==> src/rtl/if_fetch_unit_pkg.sv <==
// Shared definitions for the instruction-fetch stage: FSM state encodings,
// the pc_write polarity, the default bubble word and a PC alignment helper.
package if_fetch_unit_pkg;

  // Fetch controller states
  typedef enum logic [1:0] {
    FETCH_IDLE  = 2'd0,
    FETCH_FETCH = 2'd1,
    FETCH_DRAIN = 2'd2
  } fetch_state_e;

  // Level of pc_write meaning "IF/ID advances this cycle"
  localparam logic PC_WRITE_ON = 1'b1;

  // Default instruction presented as a bubble
  localparam logic [31:0] NOP_WORD_DEFAULT = 32'h0000_0000;

  // Sequential fetch stride in bytes
  localparam logic [31:0] PC_STEP = 32'd4;

  // Force a byte address onto a word boundary
  function automatic logic [31:0] pc_align(input logic [31:0] addr);
    return addr & 32'hFFFF_FFFC;
  endfunction

endpackage

==> src/rtl/if_fetch_buf.sv <==
// One-entry fetch buffer holding an instruction word and its PC+4.
// Priority on each edge: flush > fill > accept.
import if_fetch_unit_pkg::*;

module if_fetch_buf #(
  parameter logic [31:0] NOP_WORD = NOP_WORD_DEFAULT
) (
  input  logic        clk,
  input  logic        rst,
  input  logic        flush_i,
  input  logic        fill_i,
  input  logic        accept_i,
  input  logic [31:0] fill_word_i,
  input  logic [31:0] fill_pc4_i,
  output logic [31:0] buf_word_o,
  output logic [31:0] buf_pc4_o,
  output logic        buf_valid_o
);

  logic [31:0] word_q, word_d;
  logic [31:0] pc4_q, pc4_d;
  logic        valid_q, valid_d;

  // Next-state selection: a redirect flush wins, then a refill, then consumption
  always_comb begin
    word_d  = word_q;
    pc4_d   = pc4_q;
    valid_d = valid_q;
    if (flush_i) begin
      valid_d = 1'b0;
    end else if (fill_i) begin
      word_d  = fill_word_i;
      pc4_d   = fill_pc4_i;
      valid_d = 1'b1;
    end else if (accept_i) begin
      valid_d = 1'b0;
    end
  end

  // Buffer registers
  always_ff @(posedge clk) begin
    if (rst) begin
      word_q  <= NOP_WORD;
      pc4_q   <= 32'd0;
      valid_q <= 1'b0;
    end else begin
      word_q  <= word_d;
      pc4_q   <= pc4_d;
      valid_q <= valid_d;
    end
  end

  assign buf_word_o  = word_q;
  assign buf_pc4_o   = pc4_q;
  assign buf_valid_o = valid_q;

endmodule

==> src/rtl/if_fetch_unit.sv <==
// Instruction-fetch stage: owns the fetch PC, requests words from instruction
// memory over a req/ack handshake, and presents them to IF/ID through a
// one-entry buffer. Redirects abandon in-flight requests via a DRAIN state.
// Optional build macro IF_ALIGN_CHECK_EN: flags misaligned redirect targets
// in the sticky align_err output; otherwise align_err is tied low.
import if_fetch_unit_pkg::*;

module if_fetch_unit #(
  parameter logic [31:0] RESET_PC = 32'h0000_0000,
  parameter logic [31:0] NOP_WORD = NOP_WORD_DEFAULT
) (
  input  logic        clk,
  input  logic        rst,
  input  logic        pc_write,
  input  logic        redirect_valid,
  input  logic [31:0] redirect_target,
  output logic        imem_req,
  output logic [31:0] imem_addr,
  input  logic        imem_ack,
  input  logic [31:0] imem_rdata,
  output logic [31:0] instruction_out,
  output logic [31:0] pc_plus4_out,
  output logic        fetch_valid,
  output logic        fetch_stall,
  output logic        align_err
);

  fetch_state_e state_q;
  logic [31:0]  fetch_pc_q;
  logic [31:0]  drain_addr_q;

  logic [31:0]  buf_word;
  logic [31:0]  buf_pc4;
  logic         buf_valid;

  logic         accept;
  logic         xfer;
  logic         fill;
  logic [31:0]  target_aligned;

  assign accept         = (pc_write == PC_WRITE_ON) & buf_valid;
  assign xfer           = imem_req & imem_ack;
  assign fill           = xfer & (state_q == FETCH_FETCH) & ~redirect_valid;
  assign target_aligned = pc_align(redirect_target);

  // Request/address decode; req must react to pc_write in the same cycle so
  // a consumed word is replaced without a bubble
  always_comb begin
    imem_req  = 1'b0;
    imem_addr = pc_align(fetch_pc_q);
    case (state_q)
      FETCH_FETCH: imem_req = ~buf_valid | accept;
      FETCH_DRAIN: begin
        imem_req  = 1'b1;
        imem_addr = pc_align(drain_addr_q);
      end
      default: imem_req = 1'b0;
    endcase
  end

  // Fetch FSM and PC: redirect has priority; an unacked request at redirect
  // time is carried to completion in DRAIN with its original address
  always_ff @(posedge clk) begin
    if (rst) begin
      state_q      <= FETCH_IDLE;
      fetch_pc_q   <= RESET_PC;
      drain_addr_q <= RESET_PC;
    end else if (redirect_valid) begin
      fetch_pc_q <= target_aligned;
      if (imem_req && !imem_ack) begin
        state_q <= FETCH_DRAIN;
        if (state_q != FETCH_DRAIN) begin
          drain_addr_q <= imem_addr;
        end
      end else begin
        state_q <= FETCH_FETCH;
      end
    end else begin
      case (state_q)
        FETCH_IDLE: state_q <= FETCH_FETCH;
        FETCH_FETCH: begin
          if (xfer) begin
            fetch_pc_q <= fetch_pc_q + PC_STEP;
          end
        end
        FETCH_DRAIN: begin
          if (xfer) begin
            state_q <= FETCH_FETCH;
          end
        end
        default: state_q <= FETCH_IDLE;
      endcase
    end
  end

  if_fetch_buf #(
    .NOP_WORD(NOP_WORD)
  ) u_buf (
    .clk        (clk),
    .rst        (rst),
    .flush_i    (redirect_valid),
    .fill_i     (fill),
    .accept_i   (accept),
    .fill_word_i(imem_rdata),
    .fill_pc4_i (fetch_pc_q + PC_STEP),
    .buf_word_o (buf_word),
    .buf_pc4_o  (buf_pc4),
    .buf_valid_o(buf_valid)
  );

  assign instruction_out = buf_valid ? buf_word : NOP_WORD;
  assign pc_plus4_out    = buf_pc4;
  assign fetch_valid     = buf_valid;
  assign fetch_stall     = ~buf_valid;

`ifdef IF_ALIGN_CHECK_EN
  logic align_err_q;

  // Sticky flag for redirect targets that are not word aligned
  always_ff @(posedge clk) begin
    if (rst) begin
      align_err_q <= 1'b0;
    end else if (redirect_valid && (redirect_target[1:0] != 2'b00)) begin
      align_err_q <= 1'b1;
    end
  end

  assign align_err = align_err_q;
`else
  assign align_err = 1'b0;
`endif

endmodule

==> config.mk <==
export PLATFORM = sky130hd
export DESIGN_NAME = if_fetch_unit
export DESIGN_NICKNAME = d
export VERILOG_FILES = /design/src/rtl/if_fetch_unit_pkg.sv /design/src/rtl/if_fetch_buf.sv /design/src/rtl/if_fetch_unit.sv
export SDC_FILE = /design/constraint.sdc
export NUM_CORES = 1
export LEC_CHECK = 0
export ABC_CLOCK_PERIOD_IN_PS = 3180
export BUFFER_PORTS_ARGS = -buffer_cell sky130_fd_sc_hd__buf_2
export CAP_MARGIN = 20
export CORE_ASPECT_RATIO = 0.7
export CORE_MARGIN = 5
export CORE_UTILIZATION = 23
export CTS_BUF_LIST = sky130_fd_sc_hd__clkbuf_4
export DETAILED_ROUTE_END_ITERATION = 12
export HOLD_SLACK_MARGIN = 0.15
export SLEW_MARGIN = 20
export SYNTH_ARGS = -nofsm -noshare
export SYNTH_HDL_FRONTEND = slang
export SYNTH_SLANG_ARGS = --single-unit
==> constraint.sdc <==
create_clock -name clk -period 3.18 [get_ports clk]
set_clock_uncertainty 0.1 [all_clocks]
set_input_delay 0.636 -clock clk [delete_from_list [all_inputs] [get_ports clk]]
set_output_delay 0.636 -clock clk [all_outputs]
set_load 0.05 [all_outputs]
After elaboration in Yosys (flattened, before gate mapping)
Cells that the tools add are included.
{"block": "totals", "register_bits": 131, "mem_bits_ro": 0, "wordCells": 44, "mem_count": 0, "ramBits": 0, "latchBits": 0, "out_inout_bits": 100}
{"block": "classes", "bitwise_logic": 7, "n_eq_ne": 5, "mul": 0, "muxes": 12, "addsub": 1, "shift": 0, "reduce_logical": 12, "div": 0, "n_lt_le_gt_ge": 0}
{"op": "2-to-1 mux 32 bit", "count": 5}
{"op": "adder 32 x 3 -> 32 bit, second input constant", "count": 1}
{"op": "AND reduction 2 bit", "count": 4}
{"op": "2-to-1 mux 2 bit", "count": 3}
{"op": "case mux 2 bit (3 select lines)", "count": 1}
{"op": "nonzero test 2 bit", "count": 3}
{"op": "AND 1 bit", "count": 4}
{"op": "inequality test 2 bit, second input constant", "count": 2}
{"op": "inequality test 3 bit, second input constant", "count": 1}
{"op": "AND reduction 3 bit", "count": 1}
{"op": "equality test 2 x 1 -> 1 bit, second input constant", "count": 1}
{"op": "equality test 2 bit, second input constant", "count": 1}
{"op": "logical NOT 2 bit", "count": 1}
{"op": "2-to-1 mux 1 bit", "count": 2}
{"op": "inverter 1 bit", "count": 2}
{"op": "case mux 1 bit (2 select lines)", "count": 1}
{"op": "OR reduction 2 bit", "count": 1}
{"op": "logical AND 1 bit", "count": 1}
{"op": "logical NOT 1 bit", "count": 1}
{"op": "OR 1 bit", "count": 1}

Logic depth before layout (Yosys ltp)
Gate-level depths: netlist of the first run.
{"block": "logic_depth", "depth_word": 7, "ltp_mapped": 9, "depth_no_buf": 6}

Modules after synthesis
Synthesis of the first run repeated with hierarchy kept, for this count alone.
{"block": "hier_totals", "cells_unflattened": 858, "hier_area_um2": 7627.3}
{"module": "if_fetch_unit", "cells_per_inst": 562, "n_inst": 1, "area_each_um2": 4594.4}
{"module": "if_fetch_buf", "cells_per_inst": 296, "n_inst": 1, "area_each_um2": 3032.9}

Worst setup path after synthesis of the first run
Ideal clock, no wire load.
{"block": "synth_timing", "kind": "register -> output", "startpoint": "register state_q[0]", "endpoint": "output imem_addr[17]", "stages_incl_launch_ff": 6, "required_ns": 2.444, "t_arrival_ns": 2.094, "setup_slack_ns": 0.350, "n_path_buf": 2, "path_cell_list": "dfxtp_1 > inv_1 > ha_1 > buf_2 > buf_1 > o21ai_0"}
{"block": "synth_via", "elab_chain_cells": 2}
{"item": "start: declaration", "line_no": "if_fetch_unit.sv:28", "text": "fetch_state_e state_q;"}
{"item": "start signal: assignment", "line_no": "if_fetch_unit.sv:65", "text": "state_q <= FETCH_IDLE;"}
{"item": "start signal: assignment", "line_no": "if_fetch_unit.sv:71", "text": "state_q <= FETCH_DRAIN;"}
{"item": "start signal: assignment", "line_no": "if_fetch_unit.sv:76", "text": "state_q <= FETCH_FETCH;"}
{"item": "equality test 2 bit", "line_no": "if_fetch_unit.sv:51", "text": "case (state_q)"}
{"item": "2-to-1 mux 32 bit", "line_no": "if_fetch_unit.sv:51"}
{"item": "end: declaration", "line_no": "if_fetch_unit.sv:18", "text": "output logic [31:0] imem_addr,"}
No other way between the ends.

Worst setup path in the final report of the first run
{"block": "layout_timing", "startpoint": "register state_q[0]", "endpoint": "output imem_addr[14]"}
The elaborated chain is that of the path after synthesis.

==> results_dict.tcl, run 1 <==
set metrics [dict create \
    yosysWarnings 0 \
    num_vias 6359 \
    die_h_um 150.7 \
    seq_power_share_pct 50.7 \
    setup_viol 0 \
    htreeDepth 4 \
    io_pins 169 \
    clk_latency_ns 0.56 \
    cp.required_ns 2.44 \
    power_switching_share_pct 33.53 \
    multi_input_area_sq_um 3623 \
    via_per_inst 4.796 \
    num_rows 51 \
    worstMarginPinSlew_ns 0.7899 \
    dp_hpwl_mm 16.25 \
    seq_area_sq_um 2502 \
    syn_area_per_cell_sq_um 8.236 \
    initial_core_util_pct 23.39 \
    p_int_mw 2.208 \
    cp_data_arrival_time_ns 2.19 \
    finalHoldViolations 0 \
    post_cts_resized 0 \
    firstDrtPassIters 5 \
    synth_edf_count 0 \
    fillers 3068 \
    min_period_ns 2.922 \
    fin_setup_tns_ns 0 \
    ant_nets 0 \
    grt_max_degree 91 \
    wl_per_cell_um 17.02 \
    netlist_area_sq_um 6506 \
    dpl.cell_count 1271 \
    worstPathMaxFanout 22 \
    gp_congestion 0.8360 \
    critPathKind "flop to primary output" \
    antenna_found_initial 1 \
    drt_iter0_drc 526 \
    nets 1014 \
    grt_usage_pct 14.08 \
    p_sw_mw 1.113 \
    yosys.area.top_type "dfxtp_1" \
    synth_top_area_share_pct 38.46 \
    combPwrFrac_pct 18.0 \
    pwr-share-clk_pct 31.3 \
    synthTopCellsByArea "dfxtp_1, nand2_1, mux2_2" \
    clk_pin_slew_ns 0.11 \
    finalCritPeriodShare_pct 91.89 \
    final_core_util_pct 29.21 \
    power_density_nw_per_um2 408.6 \
    drc 0 \
    dieArea_sq_um 31810 \
    synth-seq-cells 125 \
    layout-drive-gt1-share_pct 27.78 \
    numPortBuffers 161 \
    grt_pass1_vias 5933 \
    die_w_um 211.0 \
    finalWirelength_mm 22.58 \
    ys.flop_type "dfxtp_1" \
    yosysSeqAreaShare_pct 38.46 \
    drv_slew 0 \
    grt_overflow_total 0 \
    synthCells 790 \
    numCtsBuffers 17 \
    cts_tree "yes" \
    clockRootBuffer "clkbuf_4" \
    synthArstFlopShare_pct 0 \
    coreArea_sq_um 27820 \
    cp-end-kind "primary output" \
    cap_viol_max_count 0 \
    grt_pass1_wl_mm 34.65 \
    critPathLaunchType "flop" \
    finalNonFillerCells 1326 \
    leakage_nw 3.060 \
    clockBufferDepth 2 \
    fmax_mhz 342.2 \
    ir_worst_vdd_mv 0.1937 \
    area.growth.synth_to_final_pct 24.92 \
    maxSlewHeadroom_pct 46.85 \
    status "finished, final reports clean" \
    synth_cell_types 55 \
    min_path_type "input pin to flop" \
    clock_sinks 125 \
    rsz0062_at_grt "no" \
    power.total_mw 3.321 \
]
## placed cells by master (no fill, tap or decap), types with 3 or more instances in the layout
cell,synthesis,routed
dfxtp_1,125,125
conb_1,1,5
nor2_1,54,54
nor4_1,16,15
nor3_1,8,8
dlygate4sd3_1,0,22
buf_2,22,161
mux2i_1,30,30
mux2_2,30,30
clkbuf_4,0,19
and3_1,10,10
o21ai_0,16,16
xor2_1,7,7
nand3_1,11,11
a32oi_1,5,5
a311oi_1,19,19
nand4_1,14,14
nand2b_1,4,4
nand3_2,3,3
or2_2,4,4
o41ai_1,3,3
clkinv_1,0,3
a2111oi_0,3,3
clkinvlp_4,0,3
or4_1,13,13
clkinv_2,0,4
or3_1,15,15
a21oi_1,39,39
and4_1,8,8
inv_1,10,9
o31ai_1,8,8
nand2_1,144,144
a211oi_1,28,28
ha_1,4,4
and2_1,33,33
xnor2_1,16,16
buf_4,7,25
## cell type report
class	instances	share of cell area (%)
sequential	125	30.79
multi-input combinational	577	44.58
inverter	10	0.4618
timing repair buffer	210	15.42
clock inverter	13	1.247
clock buffer	19	1.755
tap	371	5.711
antenna	1	0.03079
## cells in the mapped netlist, types with 3 or more instances
cell type	instances
nor4_1	16
a21oi_1	39
inv_1	10
a211oi_1	28
nor2_1	54
or4_1	13
nand3_1	11
nand3_2	3
o31ai_1	8
dfxtp_1	125
o21ai_0	16
o41ai_1	3
or3_1	15
ha_1	4
a32oi_1	5
xor2_1	7
nand4_1	14
and2_1	33
mux2i_1	30
mux2_2	30
clkbuf_1	44
and4_1	8
a311oi_1	19
or2_2	4
xnor2_1	16
buf_4	7
a2111oi_0	3
nand2_1	144
buf_2	22
and3_1	10
buf_1	7
nand2b_1	4
nor3_1	8
## worst paths after layout
check / start / endpoint / slack [ns] / cells past startpoint
max: state_q[0]$_SDFFE_PP0P_ / imem_addr[14] / 0.26 / 5
min: imem_rdata[11] / u_buf.buf_word_o[11]$_SDFFE_PP0P_ / 0.22 / 3
max reg2reg: state_q[0]$_SDFFE_PP0P_ / fetch_pc_q[27]$_SDFFE_PP0P_ / 0.55 / 6
min reg2reg: u_buf.buf_word_o[19]$_SDFFE_PP0P_ / u_buf.buf_word_o[19]$_SDFFE_PP0P_ / 0.35 / 2
## metal layers
| layer | vias to the layer above | wire (um) | part of all wire, % | global-route usage [%] |
|---|---|---|---|---|
| met2 | 215 | 9768 | 43 | 20.82 |
| met5 | - | 0 | 0 | 0 |
| met3 | 26 | 1641 | 7.3 | 3.666 |
| met4 | 0 | 367 | 1.6 | 3.531 |
| li1 | 3104 | - | - | - |
| met1 | 3014 | 10800 | 48 | 20.35 |
## through the flow
stage	hold WS [ns]	setup slack [ns]	cell area, sq um
finish	0.2165	0.2579	8128
floorplan	0.3313	0.3497	6521
CTS	0.1507	0.1931	8125
global route	0.1527	0.1064	8128
detailed placement	0.3420	0.6117	7661
global placement	0.3375	0.6506	7661
## timing repair
action                                 4_1_cts  5_1_grt
buffers inserted                             0        0
hold buffers                                22        0
endpoints found under the hold margin       22        0
## power by group through the flow
stage	sequential, mW	clock, mW	combinational (mW)
finish	1.68	1.04	0.598
global route	1.69	1.18	0.643
CTS	1.68	1.10	0.602
global placement	1.72	0	0.575
floorplan	1.72	0	0.389
detailed placement	1.72	0	0.579
## critical path, cell delays in order, from the launching register on
cell	delay [ns]
dfxtp_1	0.34
inv_1	0.09
ha_1	0.23
buf_4	0.34
mux2_2	0.41
buf_2	0.22
## logic make-up after synthesis
| logic type | after synthesis | synth area share, % |
|---|---|---|
| AND/OR/NAND/NOR | 351 | 27.40 |
| AO/OA/AOI/OAI | 134 | 14.13 |
| flip-flops | 125 | 38.46 |
| buffers and inverters | 92 | 6.269 |
| multiplexers | 60 | 9.808 |
| XOR/XNOR | 23 | 3.096 |
| adder cells (fa/ha/maj) | 4 | 0.7693 |
| other | 1 | 0.05764 |
## registers in the layout, indices dropped and copies added (netlist names)
| name | flops |
|---|---|
| drain_addr_q | 30 |
| fetch_pc_q | 30 |
| state_q | 2 |
| u_buf.buf_pc4_o | 30 |
| u_buf.buf_valid_o | 1 |
| u_buf.buf_word_o | 32 |
Power figures use the tool's default switching activity.
==> run 2, diff against run 1 <==
ABC_AREA = 1   (was not set)
CTS_CLUSTER_SIZE = 16   (was not set)
==> run 2 against run 1 <==
Utilization down 0.46 points; clock power up 13%; sequential power down 3%; design area down 5.5%; final cell count up 13%; via count up 0.30%; combinational power down 33%; critical path depth unchanged; global-route usage about the same; hold slack worse by 0.0095 ns; largest power group unchanged; worst setup slack worse by 0.030 ns; die area down 4.0%; critical path type unchanged.
==> results_dict.tcl, run 2 <==
set metrics [dict create \
    synth_edf_count 0 \
    finalHoldViolations 0 \
    synth_top_area_share_pct 40.15 \
    clock_sinks 125 \
    min_path_type "input pin to flop" \
    power.total_mw 3.214 \
    synthTopCellsByArea "dfxtp_1, nand2_1, nor2_1" \
    htreeDepth 4 \
    numPortBuffers 161 \
    finalCritPeriodShare_pct 92.82 \
    clockRootBuffer "clkbuf_4" \
    ir_worst_vdd_mv 0.1717 \
    die_h_um 147.7 \
    mostFrequentLayoutCells "nand2_1, buf_2, dfxtp_1, nor2_1, inv_1" \
    nets 1193 \
    yosysWarnings 0 \
    clk_pin_slew_ns 0.13 \
    grt_overflow_total 0 \
    cp_data_arrival_time_ns 2.22 \
    status "finished, final reports clean" \
    hold_path_depth 3 \
    final_common_cell "nand2_1" \
    gp_congestion 0.8893 \
    cp.required_ns 2.44 \
    initial_core_util_pct 23.33 \
    ys.flop_type "dfxtp_1" \
    netlist_area_sq_um 6232 \
    finalWirelength_mm 21.30 \
    num_rows 50 \
    cts_tree "yes" \
    cp-end-kind "primary output" \
    path_depth 5 \
    via_per_inst 4.258 \
    dp_hpwl_mm 15.66 \
    worst_r2r_path_depth 10 \
    coreArea_sq_um 26710 \
    worstMarginPinSlew_ns 0.8971 \
    fin_setup_tns_ns 0 \
    fmax_mhz 338.8 \
    antenna_found_initial 2 \
    crit_path_max_incr_delay_ns 0.43 \
    grt_pass1_vias 6045 \
    dieArea_sq_um 30540 \
    area.growth.synth_to_final_pct 23.23 \
    critPathTopFamily "buffers and inverters" \
    yosysSeqAreaShare_pct 40.15 \
    firstDrtPassIters 5 \
    cap_viol_max_count 0 \
    grt_max_degree 79 \
    synth_cell_types 33 \
    layout-drive-gt1-share_pct 20.07 \
    synthArstFlopShare_pct 0 \
    io_pins 169 \
    wl_per_cell_um 14.22 \
    critPathLaunchType "flop" \
    setup_viol 0 \
    yosysMostFrequentCell "nand2_1" \
    leakage_nw 3.727 \
    worstPathMaxFanout 56 \
    power_density_nw_per_um2 418.5 \
    crit_chain "inv_1 > ha_1 > buf_6 > o21ai_0 > buf_2" \
    ant_nets 0 \
    synthCells 975 \
    min_period_ns 2.952 \
    grt_usage_pct 14.04 \
    synth-seq-cells 125 \
    rsz0062_at_grt "no" \
    crit_slowest_cell "o21ai_0" \
    numCtsBuffers 17 \
    synthTopCellsByCount "nand2_1, dfxtp_1, nor2_1" \
    critPathKind "flop to primary output" \
    drc 0 \
    largest_reg_flops 32 \
    clockBufferDepth 2 \
    maxSlewHeadroom_pct 40.20 \
    grt_pass1_wl_mm 33.39 \
    drt_iter0_drc 406 \
    drv_slew 0 \
    clk_latency_ns 0.55 \
    crit_buf_inv 3 \
    yosys.area.top_type "dfxtp_1" \
    num_vias 6378 \
    syn_area_per_cell_sq_um 6.392 \
    die_w_um 206.7 \
]
-- run 2: cell type report --
class                           count  area (sq um)
Clock buffer                       18         135.1
Tap cell                          364         455.4
Antenna cell                        3         7.507
Timing Repair Buffer              178         964.7
Clock inverter                     12         148.9
Multi-Input combinational cell    696          3083
Inverter                          102         382.9
Fill cell                        3023         19030
Sequential cell                   125          2502
-- run 2: logic make-up after synthesis --
family                   count (synthesis)  share of synthesized area (%)
AND/OR/NAND/NOR                        529                          34.79
buffers and inverters                  158                          10.62
AO/OA/AOI/OAI                          151                          12.59
flip-flops                             125                          40.15
XOR/XNOR                                 7                         0.9838
adder cells (fa/ha/maj)                  4                         0.8031
other                                    1                        0.06017
-- run 2: final timing paths --
check	startpoint	to	slack, ns
worst max-delay path	state_q[0]$_SDFFE_PP0P_	imem_addr[19]	0.23
worst min-delay path	imem_rdata[3]	u_buf.buf_word_o[3]$_SDFFE_PP0P_	0.21
worst max register to register	state_q[0]$_SDFFE_PP0P_	u_buf.buf_pc4_o[14]$_SDFFE_PP0P_	0.41
worst min register to register	u_buf.buf_pc4_o[9]$_SDFFE_PP0P_	u_buf.buf_pc4_o[9]$_SDFFE_PP0P_	0.37
-- run 2: stage by stage --
stage	cells	hold slack [ns]	instance area (sq um)	worst slack [ns]	util, %
after floorplan	979	0.3456	6247	0.3643	-
after global placement	1459	0.3466	7325	0.3842	27.42
after detailed placement	1459	0.3546	7325	0.3433	27.42
after CTS	1495	0.1510	7669	0.03353	28.71
after global routing	1497	0.1569	7677	0.04016	28.74
final	1498	0.2070	7680	0.2282	28.75
-- run 2: per-layer routing --
layer  vias to the layer above  share of wire [%]  wire length, um  GRT usage (%)
li1                       3306                  -                -              -
met1                      2875                 51            10820          21.17
met2                       182                 37             7915          18.16
met3                        15                 11             2299          5.746
met4                         0                1.2              266          3.534
met5                         -                  0                0              0
-- run 2: worst reg2reg max path, delay by kind of cell (launching register included) --
kind / cells / cell delay, ns
DFF: 1 / 0.35
and+or+nand+nor: 4 / 0.66
buffers and inverters: 4 / 1.18
AOI/OAI and AO/OA: 1 / 0.23
adders and majority gates: 1 / 0.17
-- run 2: timing repair --
action / CTS / global route
hold buffers: 6 / 0
endpoints found under the hold margin: 6 / 0
resized for setup: 0 / 1
setup buffers: 0 / 0
setup endpoints to repair: 0 / 4
-- run 2: report_power, final --
part	switching [mW]	internal (mW)	leakage (nW)	total (mW)
registers	0.0349	1.60	1.01	1.63
clock network	0.639	0.539	0.146	1.18
logic	0.289	0.113	2.57	0.402
total	0.963	2.25	3.73	3.21
